===== src/rtl/regfile_wb_arbiter.sv =====
// regfile_wb_arbiter
//   Round-robin arbiter that shares the single register-file write port among
//   NREQ writeback sources, plus a one-bit-per-register busy scoreboard that
//   decode queries to stall reads of registers with an uncommitted producer.
//   Optional feature macro: WB_BYPASS_EN (forward the write in its commit
//   cycle so decode need not stall for it).
//
// Handshake: requester i transfers its result on a rising edge where
//   req_valid[i] && req_ready[i]. req_ready is a combinational one-hot grant
//   derived from req_valid and the round-robin pointer; a requester must hold
//   req_valid/req_rd/req_data stable until it sees the transfer. The write
//   port never back-pressures, so at most one transfer happens per cycle and
//   it always succeeds whenever any requester is valid.
module regfile_wb_arbiter #(
  parameter int NREQ = 3,
  parameter int XLEN = 32,
  parameter int AW   = 5
) (
  input  logic               clk,
  input  logic               rst_n,
  input  logic [NREQ-1:0]    req_valid,
  input  logic [NREQ*AW-1:0] req_rd,
  input  logic [NREQ*XLEN-1:0] req_data,
  output logic [NREQ-1:0]    req_ready,
  output logic               w_en,
  output logic [AW-1:0]      rd,
  output logic [XLEN-1:0]    wr_data,
  input  logic               sb_set,
  input  logic [AW-1:0]      sb_set_rd,
  input  logic [AW-1:0]      rs1,
  input  logic [AW-1:0]      rs2,
  output logic               stall,
  output logic               fwd_hit1,
  output logic               fwd_hit2,
  output logic [XLEN-1:0]    fwd_data1,
  output logic [XLEN-1:0]    fwd_data2
);

  localparam int NREG = 1 << AW;
  localparam int PW   = $clog2(NREQ);
  localparam int CW   = PW + 1;
  localparam logic [CW-1:0] NREQ_W = CW'(NREQ);
  localparam logic [PW-1:0] LAST_IDX = PW'(NREQ - 1);

  logic [PW-1:0]   rr_ptr;
  logic [PW-1:0]   grant_idx;
  logic            grant_any;
  logic [CW-1:0]   cand;
  logic [PW-1:0]   nxt_ptr;
  logic [AW-1:0]   sel_rd;
  logic [XLEN-1:0] sel_data;
  logic [NREG-1:0] busy;

  // Round-robin search from rr_ptr upward (mod NREQ); first valid wins.
  always_comb begin
    req_ready = '0;
    grant_idx = '0;
    grant_any = 1'b0;
    cand      = '0;
    for (int k = 0; k < NREQ; k++) begin
      cand = {1'b0, rr_ptr} + CW'(k);
      if (cand >= NREQ_W) cand = cand - NREQ_W;
      if (!grant_any && req_valid[cand[PW-1:0]]) begin
        grant_any = 1'b1;
        grant_idx = cand[PW-1:0];
      end
    end
    if (grant_any) req_ready[grant_idx] = 1'b1;
  end

  assign sel_rd   = req_rd[grant_idx*AW +: AW];
  assign sel_data = req_data[grant_idx*XLEN +: XLEN];
  assign nxt_ptr  = (grant_idx == LAST_IDX) ? '0 : grant_idx + 1'b1;

  // Register the granted write; x0 writes consume the grant but never enable.
  always_ff @(posedge clk or negedge rst_n) begin
    if (!rst_n) begin
      w_en    <= 1'b0;
      rd      <= '0;
      wr_data <= '0;
      rr_ptr  <= '0;
    end else if (grant_any) begin
      w_en    <= (sel_rd != '0);
      rd      <= sel_rd;
      wr_data <= sel_data;
      rr_ptr  <= nxt_ptr;
    end else begin
      w_en    <= 1'b0;
    end
  end

  // Busy scoreboard: commit clears, issue sets; the set is written last so it wins.
  always_ff @(posedge clk or negedge rst_n) begin
    if (!rst_n) begin
      busy <= '0;
    end else begin
      if (w_en) busy[rd] <= 1'b0;
      if (sb_set && (sb_set_rd != '0)) busy[sb_set_rd] <= 1'b1;
    end
  end

`ifdef WB_BYPASS_EN
  // Forward the value being committed this cycle to a matching source read.
  always_comb begin
    fwd_hit1  = w_en && (rd == rs1) && (rs1 != '0);
    fwd_hit2  = w_en && (rd == rs2) && (rs2 != '0);
    fwd_data1 = fwd_hit1 ? wr_data : '0;
    fwd_data2 = fwd_hit2 ? wr_data : '0;
  end
`else
  // No forward path: decode waits for the register file to return the value.
  always_comb begin
    fwd_hit1  = 1'b0;
    fwd_hit2  = 1'b0;
    fwd_data1 = '0;
    fwd_data2 = '0;
  end
`endif

  // Stall while a nonzero source register is busy and not being forwarded.
  always_comb begin
    stall = ((rs1 != '0) && busy[rs1] && !fwd_hit1) ||
            ((rs2 != '0) && busy[rs2] && !fwd_hit2);
  end

endmodule


===== config.mk =====
export PLATFORM = sky130hd
export DESIGN_NAME = regfile_wb_arbiter
export DESIGN_NICKNAME = d
export VERILOG_FILES = /design/src/rtl/regfile_wb_arbiter.sv
export SDC_FILE = /design/constraint.sdc
export NUM_CORES = 1
export LEC_CHECK = 0
export CAP_MARGIN = 0
export CORE_ASPECT_RATIO = 1.25
export CORE_MARGIN = 3
export CORE_UTILIZATION = 45
export CTS_CLUSTER_DIAMETER = 30
export DETAILED_ROUTE_END_ITERATION = 8
export GPL_TIMING_DRIVEN = 0
export PLACE_DENSITY = 0.88
export SLEW_MARGIN = 20
export SYNTH_ARGS = -nofsm -noshare
export SYNTH_HDL_FRONTEND = slang
export SYNTH_SLANG_ARGS = --single-unit

===== constraint.sdc =====
create_clock -name clk -period 3.55 [get_ports clk]
set_clock_uncertainty 0.05 [all_clocks]
set_input_delay 0.71 -clock clk [delete_from_list [all_inputs] [get_ports clk]]
set_output_delay 0.71 -clock clk [all_outputs]
set_load 0.02 [all_outputs]

==> results.md, run 1 <==
* Status: finished, final reports clean
* Hold Fails Final Rpt at 0
* DR vias at 5071
* Multiplexer share of the synthesized area at 0.0977
* Setup crit end kind: primary output
* Most frequent cells in the layout: clkdlybuf4s50_1, buf_4, dfrtp_1
* WL/cell at 17.8 um
* Critical Path Fanout Max at 10
* Drt pass-1 iters at 4
* Leading cell type in the layout, fill and taps excluded: clkdlybuf4s50_1
* Grt met3 use at 0.0728
* Worst-Skew Late Latency at 0.33 ns
* Chip width at 99.5 um
* Row count at 42
* Flops & latches, synth at 71
* Final min period at 3.40 ns
* RSZ-0062 raised after global routing: no
* Final Cycle Share at 0.959
* Clk slew on worst S/H paths at 0.06 ns
* Initial antenna violation count at 0
* CTS Root Cell: clkbuf_16
* Post-synth EDFFs at 0
* VDD IR max at 528 uV
* WS Path Type: input pin to primary output
* Synth Area in Compound Gates at 0.237
* XOR/XNOR Fraction of Synth Area at 0
* Clk sinks at 71
* CP Data Arrival Time at 2.64 ns
* Slew headroom at 0.658
* Leak at 3.26 nW
* Max incr delay on CP at 0.52 ns
* Routed WL at 16300 um
* Hold Crit Class: input pin to asynchronous set/reset pin
* Post-layout util at 0.698
* P&R area growth vs syn at 50.8%
* Mapped Avg Cell Area at 9.29 um2
* Pre-CTS WS at -0.538 ns
* GRT Total Usage at 0.265
* Clock tree buffer depth at 2
* CP startpoint kind: input pin
* Number of CTS-inserted buffers at 9
* Post-Syn Area at 4920 um2
* Mapped Cells at 529
* Diodes inserted at 0
* Highest clock rate at 0.294 GHz
* Post-DP HPWL at 12900 um
* I/O Pins at 240
* Max Cap Violations at 0
* Ys Warns at 0
* Largest net degree at the start of global routing at 52
* Port Buffer Count at 169
* Global route overflow at 0
* Most used DFF post-synth: dfrtp_1
* Share of cells above drive strength 1 at 0.191
* Fraction of the mapped netlist area in adder cells at 0.0102
* Cell chain of the critical path: clkdlybuf4s50_1 -> and3b_1 -> a41oi_4 -> nand3_2 -> buf_4 -> a211oi_1 -> buf_2
* Final Setup Violations at 0
* Slew Limit Fails at 0
* Core Region at 10600 um2
* Slew of the pin with the lowest slew margin at 0.511 ns
* GPL Wtd Cong at 0.989
* Power Dens Cells at 893 nW/um2
* Largest family of logic cells by synthesized area: compound AO/OA/AOI/OAI gates
* Vias in the first global route at 4976
* Top Usage Layer GRT: met2
* Critical Path RT at 2.79 ns
* TritonCTS clock tree: done
* Area fraction in and, or, nand and nor cells after synthesis at 0.154
* Synth cell types at 53
* Met2 Use GR at 0.459
* Met1 usage at 0.305
* Starting Density at 0.463
* Iter 0 DRT Violations at 243
* Via density at 5.54
* Register area share after synthesis at 0.361
* Worst path slowest cell: clkdlybuf4s50_1
* Final worst setup slack at 0.146 ns
* Area of the die at 12200 um2
* Post-route antenna net violation count at 0
* First-pass GRT wire length at 25400 um
* # DRC at 0
* DIE HEIGHT at 123 um
* Final #Nets at 915
* Async set-reset flop share out of synthesis at 1.00
* Max H-tree Level at 3
[routing by layer]
metal | up-vias | part of all wire
met5 | - | 0
li1 | 2339 | -
met3 | 40 | 0.089
met2 | 293 | 0.52
met1 | 2399 | 0.36
met4 | 0 | 0.029
[state kept, by name, summed over array words and instances, names as in the netlist]
register / flops
rr_ptr: 2
wr_data: 32
rd: 5
busy: 31
w_en: 1
[through the flow]
step	total power, W	cells	instance area [um2]	hold WS [ns]	setup TNS (ns)
after floorplan	0.00420	594	5160	0.364	0
after global placement	0.00550	895	7020	0.411	-44.74
after detailed placement	0.00564	896	7040	0.416	-1.11
after CTS	0.00658	913	7370	0.219	-0.00556
after global routing	0.00707	916	7410	0.231	0
final	0.00662	916	7410	0.211	0
[Yosys cell counts (4+ instances only)]
master / n / share of area
o211ai_1: 6 / 0.0092
inv_1: 6 / 0.0046
mux2i_1: 6 / 0.012
nand2_1: 47 / 0.036
and3_1: 27 / 0.034
a21oi_1: 9 / 0.0092
nand3_1: 11 / 0.011
clkbuf_1: 6 / 0.0046
o21ai_0: 70 / 0.071
nand3b_1: 7 / 0.011
nor2b_1: 5 / 0.0064
ha_1: 4 / 0.010
mux4_2: 17 / 0.078
nor2_1: 39 / 0.030
a221o_1: 5 / 0.010
dfrtp_1: 71 / 0.36
buf_4: 68 / 0.10
o31ai_1: 28 / 0.043
a211oi_1: 35 / 0.053
buf_2: 18 / 0.018
[power breakdown]
part | switching, W | leakage, nW | internal [W]
registers | 0.000318 | 0.829 | 0.00126
logic | 0.00227 | 2.28 | 0.00183
clock network | 0.000337 | 0.156 | 0.000599
[path summary, 6_finish.rpt]
path	startpoint	end	slack [ns]	depth (start not counted)
worst min register to register	wr_data[26]	wr_data[26]	0.43	2
min in group clk	wr_data[26]	wr_data[26]	0.43	2
worst max-delay path	req_valid[1]	req_ready[0]	0.15	7
worst max register to register	rr_ptr[1]	wr_data[19]	0.89	8
max in group asynchronous	rst_n	busy[5]	2.70	2
worst min-delay path	rst_n	busy[28]	0.21	1
[area by class of cell]
type	count	area (um2)
inverters	7	28.8
repair buffers	176	1760
plain buffers	94	654
clock buffers	13	270
well taps	132	165
flip-flops and latches	71	1780
multi-input cells	420	2720
fillers	808	3200
clock inverters	3	40.0
[cell families (layout without fill, tap and decap cells)]
logic type,Yosys count,count (layout)
mux,26,26
other cells,1,66
fa+ha+maj,4,4
simple gates,152,152
buf+inv,103,293
flops,71,71
compound gates,172,172
[critical path, delay by kind of cell]
kind                   cells  cell delay [ns]
AO/OA/AOI/OAI              2             0.50
buffers and inverters      3             0.95
AND/OR/NAND/NOR            2             0.47
[timing repair]
item,in CTS,in global routing
hold buffers,0,0
endpoints found under the setup margin,4,2
pin swaps,1,1
gates resized for setup,10,9
buffers inserted,2,4
(Power assumes the default switching activity.)
==> run 2, diff against run 1 <==
- CTS_CLUSTER_DIAMETER: 30 -> 40
==> results of run 2 <==
No change in the layout: final DEF, timing and power equal those of run 1.
